==> config.mk <==
export PLATFORM = sky130hd
export DESIGN_NAME = dual_port_ecc_ram_latency
export DESIGN_NICKNAME = d
export VERILOG_FILES = /design/src/rtl/dual_port_ecc_ram_latency.sv
export SDC_FILE = /design/constraint.sdc
export NUM_CORES = 1
export LEC_CHECK = 0
export CAP_MARGIN = 20
export CORE_MARGIN = 5
export CORE_UTILIZATION = 39
export CTS_BUF_LIST = sky130_fd_sc_hd__clkbuf_8 sky130_fd_sc_hd__clkbuf_16
export DETAILED_ROUTE_END_ITERATION = 10
export DONT_BUFFER_PORTS = 1
export PLACE_DENSITY = 0.54
export SYNTH_ARGS = -nofsm -noshare
export SYNTH_HDL_FRONTEND = slang
export SYNTH_HIERARCHICAL = 1
export SYNTH_SLANG_ARGS = --single-unit
==> constraint.sdc <==
create_clock -name i_clk -period 4.37 [get_ports i_clk]
set_input_delay 0.874 -clock i_clk [delete_from_list [all_inputs] [get_ports i_clk]]
set_output_delay 0.874 -clock i_clk [all_outputs]
set_load 0.03 [all_outputs]
==> src/rtl/dual_port_ecc_ram_latency.sv <==
// Two-port scratch RAM with Hamming(12,8) SEC per word; writes commit WRITE_LATENCY_x edges after the request,
// read results appear READ_LATENCY_x edges after the request; fully pipelined, no backpressure or stalls.

module dp_ecc_delay #(
  parameter int DEPTH = 1,
  parameter int W     = 1
) (
  input  logic         i_clk,
  input  logic         i_rst,
  input  logic         in_vld,
  input  logic [W-1:0] in_dat,
  output logic         out_vld,
  output logic [W-1:0] out_dat
);
  logic [DEPTH-1:0]        vld_q;
  logic [DEPTH-1:0][W-1:0] dat_q;

  // Only the valid bits are reset; payload is don't-care while invalid.
  if (DEPTH > 1) begin : g_shift
    always_ff @(posedge i_clk) begin
      if (i_rst) vld_q <= '0;
      else       vld_q <= {vld_q[DEPTH-2:0], in_vld};
    end
    always_ff @(posedge i_clk) begin
      dat_q <= {dat_q[DEPTH-2:0], in_dat};
    end
  end else begin : g_single
    always_ff @(posedge i_clk) begin
      if (i_rst) vld_q <= '0;
      else       vld_q <= in_vld;
    end
    always_ff @(posedge i_clk) begin
      dat_q <= in_dat;
    end
  end

  assign out_vld = vld_q[DEPTH-1];
  assign out_dat = dat_q[DEPTH-1];
endmodule

module dual_port_ecc_ram_latency #(
  parameter int ADDR_WIDTH      = 3,
  parameter int WRITE_LATENCY_A = 5,
  parameter int READ_LATENCY_A  = 4,
  parameter int WRITE_LATENCY_B = 4,
  parameter int READ_LATENCY_B  = 5
) (
  input  logic                  i_clk,
  input  logic                  i_rst,
  input  logic                  i_en_a,
  input  logic                  i_we_a,
  input  logic [ADDR_WIDTH-1:0] i_addr_a,
  input  logic [7:0]            i_din_a,
  input  logic [11:0]           i_inj_a,
  output logic [7:0]            o_dout_a,
  output logic                  o_valid_a,
  output logic                  o_err_a,
  output logic                  o_corr_a,
  input  logic                  i_en_b,
  input  logic                  i_we_b,
  input  logic [ADDR_WIDTH-1:0] i_addr_b,
  input  logic [7:0]            i_din_b,
  input  logic [11:0]           i_inj_b,
  output logic [7:0]            o_dout_b,
  output logic                  o_valid_b,
  output logic                  o_err_b,
  output logic                  o_corr_b
);
  localparam int MEM_DEPTH = 2 ** ADDR_WIDTH;

  typedef struct packed {
    logic [7:0] dat;
    logic       err;
    logic       corr;
  } dec_t;

  // Codeword bit i is Hamming position i+1; parity lives at positions 1,2,4,8.
  function automatic logic [11:0] ecc_encode(input logic [7:0] d);
    logic [11:0] cw;
    cw     = '0;
    cw[2]  = d[0];
    cw[4]  = d[1];
    cw[5]  = d[2];
    cw[6]  = d[3];
    cw[8]  = d[4];
    cw[9]  = d[5];
    cw[10] = d[6];
    cw[11] = d[7];
    cw[0]  = cw[2] ^ cw[4] ^ cw[6] ^ cw[8] ^ cw[10];
    cw[1]  = cw[2] ^ cw[5] ^ cw[6] ^ cw[9] ^ cw[10];
    cw[3]  = cw[4] ^ cw[5] ^ cw[6] ^ cw[11];
    cw[7]  = cw[8] ^ cw[9] ^ cw[10] ^ cw[11];
    return cw;
  endfunction

  function automatic dec_t ecc_decode(input logic [11:0] cw_in);
    logic [11:0] cw;
    logic [3:0]  syn;
    dec_t        r;
    cw     = cw_in;
    syn[0] = cw[0] ^ cw[2] ^ cw[4] ^ cw[6] ^ cw[8] ^ cw[10];
    syn[1] = cw[1] ^ cw[2] ^ cw[5] ^ cw[6] ^ cw[9] ^ cw[10];
    syn[2] = cw[3] ^ cw[4] ^ cw[5] ^ cw[6] ^ cw[11];
    syn[3] = cw[7] ^ cw[8] ^ cw[9] ^ cw[10] ^ cw[11];
    r.err  = (syn != 4'd0);
    r.corr = (syn != 4'd0) && (syn <= 4'd12);
    // Syndromes 13..15 point outside the word: report, but leave data as stored.
    if (r.corr) cw[syn - 4'd1] = ~cw[syn - 4'd1];
    r.dat  = {cw[11], cw[10], cw[9], cw[8], cw[6], cw[5], cw[4], cw[2]};
    return r;
  endfunction

  logic [11:0] mem [MEM_DEPTH];

  logic                     wa_vld, wb_vld, ra_vld, rb_vld;
  logic [ADDR_WIDTH+11:0]   wa_dat, wb_dat;
  logic [11:0]              ra_cw, rb_cw;
  dec_t                     dec_a, dec_b;

  dp_ecc_delay #(.DEPTH(WRITE_LATENCY_A), .W(ADDR_WIDTH + 12)) u_wr_a (
    .i_clk   (i_clk),
    .i_rst   (i_rst),
    .in_vld  (i_en_a & i_we_a),
    .in_dat  ({i_addr_a, ecc_encode(i_din_a) ^ i_inj_a}),
    .out_vld (wa_vld),
    .out_dat (wa_dat)
  );

  dp_ecc_delay #(.DEPTH(WRITE_LATENCY_B), .W(ADDR_WIDTH + 12)) u_wr_b (
    .i_clk   (i_clk),
    .i_rst   (i_rst),
    .in_vld  (i_en_b & i_we_b),
    .in_dat  ({i_addr_b, ecc_encode(i_din_b) ^ i_inj_b}),
    .out_vld (wb_vld),
    .out_dat (wb_dat)
  );

  // The array is sampled at the request edge, so reads see pre-commit contents.
  dp_ecc_delay #(.DEPTH(READ_LATENCY_A), .W(12)) u_rd_a (
    .i_clk   (i_clk),
    .i_rst   (i_rst),
    .in_vld  (i_en_a & ~i_we_a),
    .in_dat  (mem[i_addr_a]),
    .out_vld (ra_vld),
    .out_dat (ra_cw)
  );

  dp_ecc_delay #(.DEPTH(READ_LATENCY_B), .W(12)) u_rd_b (
    .i_clk   (i_clk),
    .i_rst   (i_rst),
    .in_vld  (i_en_b & ~i_we_b),
    .in_dat  (mem[i_addr_b]),
    .out_vld (rb_vld),
    .out_dat (rb_cw)
  );

  // Port A is written last so it wins a same-edge, same-address collision.
  always_ff @(posedge i_clk) begin
    if (i_rst) begin
      for (int i = 0; i < MEM_DEPTH; i++) mem[i] <= '0;
    end else begin
      if (wb_vld) mem[wb_dat[ADDR_WIDTH+11:12]] <= wb_dat[11:0];
      if (wa_vld) mem[wa_dat[ADDR_WIDTH+11:12]] <= wa_dat[11:0];
    end
  end

  assign dec_a = ecc_decode(ra_cw);
  assign dec_b = ecc_decode(rb_cw);

  always_ff @(posedge i_clk) begin
    if (i_rst) begin
      o_dout_a  <= '0;
      o_valid_a <= 1'b0;
      o_err_a   <= 1'b0;
      o_corr_a  <= 1'b0;
      o_dout_b  <= '0;
      o_valid_b <= 1'b0;
      o_err_b   <= 1'b0;
      o_corr_b  <= 1'b0;
    end else begin
      o_valid_a <= ra_vld;
      o_valid_b <= rb_vld;
      if (ra_vld) begin
        o_dout_a <= dec_a.dat;
        o_err_a  <= dec_a.err;
        o_corr_a <= dec_a.corr;
      end
      if (rb_vld) begin
        o_dout_b <= dec_b.dat;
        o_err_b  <= dec_b.err;
        o_corr_b <= dec_b.corr;
      end
    end
  end
endmodule

==> out/results.txt, run 1 <==
Status = completed
Average footprint of a synthesized cell = 14.1 sq um
Initial Util = 0.392
CP max FO = 11
Final WS setup = 0.945 ns
Vias in the first global route = 7378
Post-Synth Simple-Gate Area = 0.0585
Adder-cell share of the synthesized area = 0.00506
# fillers = 3168
Highest Clock Rate = 292 MHz
Pwr per Cell Area = 560 mW/mm^2
Worst rel slew slack = 0.349
Final net count = 972
Yosys cell types = 65
GRT Resource Usage Total = 0.142
Place WS = 1.01 ns
Setup TNS = 0 ns
Async SR Flop Fraction = 0
TritonCTS Buffers = 40
Post_cts resized = 0
Top post-synthesis cells by area = dfxtp_1 (41%), edfxtp_1 (21%), mux4_2 (8.0%)
Hold Crit Class = reg -> reg
Peak supply drop = 0.318 mV
First-pass GRT wire length = 43000 microns
Via Count = 7337
Ant. Diodes = 0
Tmin final = 3.43 ns
Fin. max-slew vios = 0
Total routed wirelength = 28000 microns
Postcts setup bufs = 0
Remaining Overflow, GRT = 0
Leakage = 5.71 nW
Htree depth = 2
Core Area = 0.0353 sq mm
Root Buffer = clkbuf_16
CTS tree = built
Compound-Gate Fraction of Synth Area = 0.0900
Clock latency on the worst-skew pair = 0.53 ns
Crit Path Category = reg -> reg
Final worst-path cycle share = 0.784
Drt first pass iters = 5
Critical Path Source Type = flop
FP Rows = 69
Share of cells above drive strength 1 = 0.200
Gate Count Post-Synth = 984
Main combinational cell family by area after synthesis = multiplexers
Drt wl/cell = 19.9 microns
CP Data Arrival Time = 3.83 ns
PortBufs = 0
Antenna-violating nets left = 0
# IOs = 74
CTS clk-pin slew, worst paths = 0.06 ns
Final Skew = 0.0119 ns
Register cell area after layout = 0.00855 sq mm
Largest net degree at the start of global routing = 56
Yosys top cell area share = 0.409
Die Area = 0.0394 sq mm
1st-iter DRT viols = 338
EDFF count, synth = 96
Final Hold Vio Count = 0
Final HPWL DP = 17400 microns
Area Overhead vs Synth = 9.73%
Mapped cell area = 0.0139 sq mm
Seq/Total Area, Yosys = 0.617
DRC Markers = 0
Req. time, crit path = 4.77 ns
TritonCTS Sinks = 379
Number of synthesized register bits = 379
Antenna violations before repair = 0
Commonest non-fill, non-tap cell in the layout = dfxtp_1
Die Width = 199 microns
Post-synthesis xor/xnor area fraction = 0.0683
Multi-input gate area = 0.00461 sq mm
Yosys top cell by area = dfxtp_1
Most frequent cells in the layout = dfxtp_1 (283), a22o_1 (96), edfxtp_1 (96)
Slew @ Worst Pin = 0.972 ns
DIE HEIGHT = 199 microns
Nature of the critical path endpoint = flop
GPL Wtd Cong = 0.785
Syn_nets = 1040
Mux share of post-synthesis cell area = 0.107
Post-CTS Hold Fix Bufs = 0
Clock buffer depth = 3
Synth warn = 6
RSZ-0062 raised after global routing = no
Final setup vio count = 0
Top FF cell, synth = dfxtp_1
Vias/cell = 5.21
Max Cap Viol = 0
==> registers in the layout, indices dropped and copies added, names as in the netlist, 4 cells and up <==
signal          flops
u_wr_b/out_dat     15
u_wr_a/out_dat     15
u_rd_a/dat_q       36
u_wr_b/vld_q        4
u_wr_b/dat_q       45
u_wr_a/vld_q        5
mem                96
u_rd_a/vld_q        4
u_rd_b/out_dat     12
u_rd_b/dat_q       48
o_dout_b            8
o_dout_a            8
u_rd_b/vld_q        5
u_wr_a/dat_q       60
u_rd_a/out_dat     12
==> cell usage after synthesis (6+ instances only) <==
cell and number:
clkbuf_1 32, nor4_1 6, nand4_1 7, nor2b_1 25, nor3_1 18, xnor2_1 45, nand2b_1 16, o22ai_1 8
mux4_2 49, xor2_1 23, nand2_1 17, inv_1 6, edfxtp_1 96, buf_4 57, or3_1 10, nor2_1 24
mux2_2 27, nand3_1 8, a22o_1 96, dfxtp_1 283, a21oi_1 6, buf_1 30, mux2i_1 8
==> power by group <==
group / leakage, nW / switching, mW / total, mW / internal (mW)
sequential: 3.35 / 0.206 / 4.13 / 3.93
clock: 0.679 / 1.34 / 3.27 / 1.93
combinational: 1.68 / 0.594 / 1.11 / 0.517
==> cell families after synthesis <==
logic type	count (synthesis)
buffers and inverters	134
and+or+nand+nor	147
DFF	379
muxes	84
AOI/OAI and AO/OA	150
adders and majority gates	6
xor gates and xnor gates	84
==> stage by stage <==
| stage | hold WS (ns) | std cells | total power, mW | utilization | cell area, sq um |
|---|---|---|---|---|---|
| 6_report | 0.322 | 1407 | 8.52 | 0.431 | 15200 |
| 5_1_grt | 0.328 | 1407 | 8.92 | 0.431 | 15200 |
| 4_1_cts | 0.322 | 1406 | 8.62 | 0.430 | 15200 |
| 3_5_place_dp | 0.312 | 1334 | 5.31 | 0.393 | 13900 |
| 3_3_place_gp | 0.310 | 1331 | 5.30 | 0.392 | 13900 |
| 2_1_floorplan | 0.310 | 984 | 5.19 | - | 13900 |
==> worst max-delay path, stage by stage (launching register included) <==
cell and delay (ns):
dfxtp_1 0.48, xor2_2 0.37, xnor3_2 0.61, ha_1 0.48, nand2b_1 0.15, mux2i_1 0.07, o311ai_0 0.56, nand3_1 0.20
o311ai_1 0.29, a21oi_1 0.10
==> worst paths after layout <==
path / start / cells past startpoint / to / slack [ns]
worst max-delay path: u_rd_a/out_dat[6] / 9 / o_dout_a[6] / 0.94
worst min-delay path: u_wr_b/dat_q[17] / 0 / u_wr_b/dat_q[32] / 0.32
worst max register to register: u_rd_a/out_dat[6] / 9 / o_dout_a[6] / 0.94
worst min register to register: u_wr_b/dat_q[17] / 0 / u_wr_b/dat_q[32] / 0.32
==> layout make-up <==
cell class | instances | share of cell area
clock inverter | 27 | 0.0139
clock buffer | 45 | 0.0718
sequential | 379 | 0.562
inverter | 9 | 0.00247
multi-input combinational | 471 | 0.303
tap | 461 | 0.0379
timing repair buffer | 15 | 0.00839
==> routing by layer <==
metal,track usage,part of all wire,vias to the layer above
met5,0,0,-
met4,0.0550,0.033,0
met3,0.0308,0.059,77
met2,0.250,0.51,257
met1,0.170,0.40,3591
li1,-,-,3412
Power figures use the tool's default switching activity.
==> inputs of run 2 (changes only) <==
Settings changed: PLACE_DENSITY 0.54 to 0.56.
Clock period 4.37 ns to 2.9 ns, I/O delays scaled along.
==> out/results.txt, run 2 (synthesis gave the netlist of run 1 again) <==
Vias in the first global route = 7451
DRC Markers = 0
Clock latency on the worst-skew pair = 0.51 ns
M3 GR Usage = 0.0324
Vias/cell = 5.12
Core Area = 0.0353 sq mm
RSZ-0062 raised after global routing = no
Crit-path cells = xnor2_2 -> xnor3_2 -> ha_1 -> nor2b_1 -> mux2i_1 -> o221a_2 -> o22ai_1 -> nand3b_1 -> a311o_1
Initial Util = 0.392
PortBufs = 0
Most frequent cells in the layout = dfxtp_1 (280), a22o_1 (96), edfxtp_1 (96)
Hold Crit Class = in -> reg
Top Registers = mem x96, u_wr_a/dat_q x60, u_rd_b/dat_q x48
CTS clk-pin slew, worst paths = 0.06 ns
Leakage = 5.83 nW
Die Area = 0.0394 sq mm
Final Skew = 0.0136 ns
CP max FO = 7
Multi-input gate area = 0.00459 sq mm
Htree depth = 2
TritonCTS Sinks = 379
Max Cap Viol = 0
Peak supply drop = 0.427 mV
Largest net degree at the start of global routing = 56
Total routed wirelength = 28100 microns
Pwr per Cell Area = 845 mW/mm^2
Antenna-violating nets left = 0
Crit-path max cell delay = 0.42 ns
Worst rel slew slack = 0.542
GRT Resource Usage Total = 0.143
FP Rows = 69
TritonCTS Buffers = 39
Via Count = 7322
Status = completed
Met1 Use GR = 0.177
Drt first pass iters = 5
Final hold slack = 0.103 ns
Fin. max-slew vios = 0
CP Data Arrival Time = 3.09 ns
1st-iter DRT viols = 422
Met2 GRT Util = 0.252
Final Hold Vio Count = 0
Final net count = 997
Final setup vio count = 0
Antenna violations before repair = 0
GPL Wtd Cong = 0.820
Register cell area after layout = 0.00855 sq mm
DIE HEIGHT = 199 microns
Highest Clock Rate = 371 MHz
Area Overhead vs Synth = 11.1%
First-pass GRT wire length = 43500 microns
Drt wl/cell = 19.7 microns
Commonest non-fill, non-tap cell in the layout = dfxtp_1
Tmin final = 2.70 ns
Crit Path Category = reg -> reg
Critical Path Source Type = flop
Final worst-path cycle share = 0.930
Ant. Diodes = 0
CTS tree = built
Clock buffer depth = 3
Remaining Overflow, GRT = 0
Crit-path slowest cell = xnor3_2
# IOs = 74
Number of flip-flops in the largest register = 96
Share of cells above drive strength 1 = 0.218
Gr busiest metal = met2
Die Width = 199 microns
Nature of the critical path endpoint = flop
# fillers = 3148
Slew @ Worst Pin = 0.682 ns
Biggest register = mem
Final HPWL DP = 17900 microns
Setup TNS = 0 ns
Root Buffer = clkbuf_16
Req. time, crit path = 3.29 ns
==> run 2: path summary, 6_finish.rpt <==
check,end,slack [ns],start,cells past startpoint
min,u_wr_a/dat_q[12],0.10,i_addr_a[0],0
max,o_dout_b[6],0.20,u_rd_b/out_dat[10],9
min reg2reg,u_wr_a/dat_q[22],0.31,u_wr_a/dat_q[7],0
max reg2reg,o_dout_b[6],0.20,u_rd_b/out_dat[10],9
==> run 2: layout make-up <==
cell class / instances / area share
Sequential cell: 379 / 0.555
Clock inverter: 21 / 0.0115
Clock buffer: 48 / 0.0744
Tap cell: 461 / 0.0375
Timing Repair Buffer: 41 / 0.0208
Inverter: 9 / 0.00244
Multi-Input combinational cell: 471 / 0.298
==> run 2: layer usage <==
layer,share of wire,up-vias
met1,0.40,3559
met5,0,-
met2,0.51,255
met3,0.068,50
li1,-,3458
met4,0.023,0
==> run 2: what timing repair did <==
item | CTS | global route
gates resized for setup | 0 | 4
hold buffers | 0 | 0
buffers inserted | 0 | 0
endpoints found under the setup margin | 0 | 2
==> run 2: critical path: cells and delay by family, from the launching register on <==
| kind | cells | cell delay, ns |
|---|---|---|
| compound gates | 3 | 0.67 |
| simple gates | 2 | 0.36 |
| fa+ha+maj | 1 | 0.35 |
| xor+xnor | 2 | 0.70 |
| mux | 1 | 0.14 |
| flops | 1 | 0.37 |
==> run 2: where the power goes <==
group	internal (mW)	switching (mW)	leakage (nW)
logic	0.899	0.924	1.81
registers	5.92	0.303	3.35
clock network	3.00	1.98	0.667
total	9.81	3.21	5.83
==> run 2: stage by stage <==
step | util | instances | cell area (sq um) | power (mW) | setup slack [ns]
after detailed placement | 0.398 | 1361 | 14100 | 8.14 | 0.133
after CTS | 0.436 | 1430 | 15400 | 13.2 | 0.112
after global routing | 0.436 | 1430 | 15400 | 13.7 | 0.0215
after global placement | 0.398 | 1361 | 14100 | 8.13 | 0.195
final | 0.436 | 1430 | 15400 | 13.0 | 0.202
after floorplan | - | 984 | 13900 | 7.83 | 0.0124
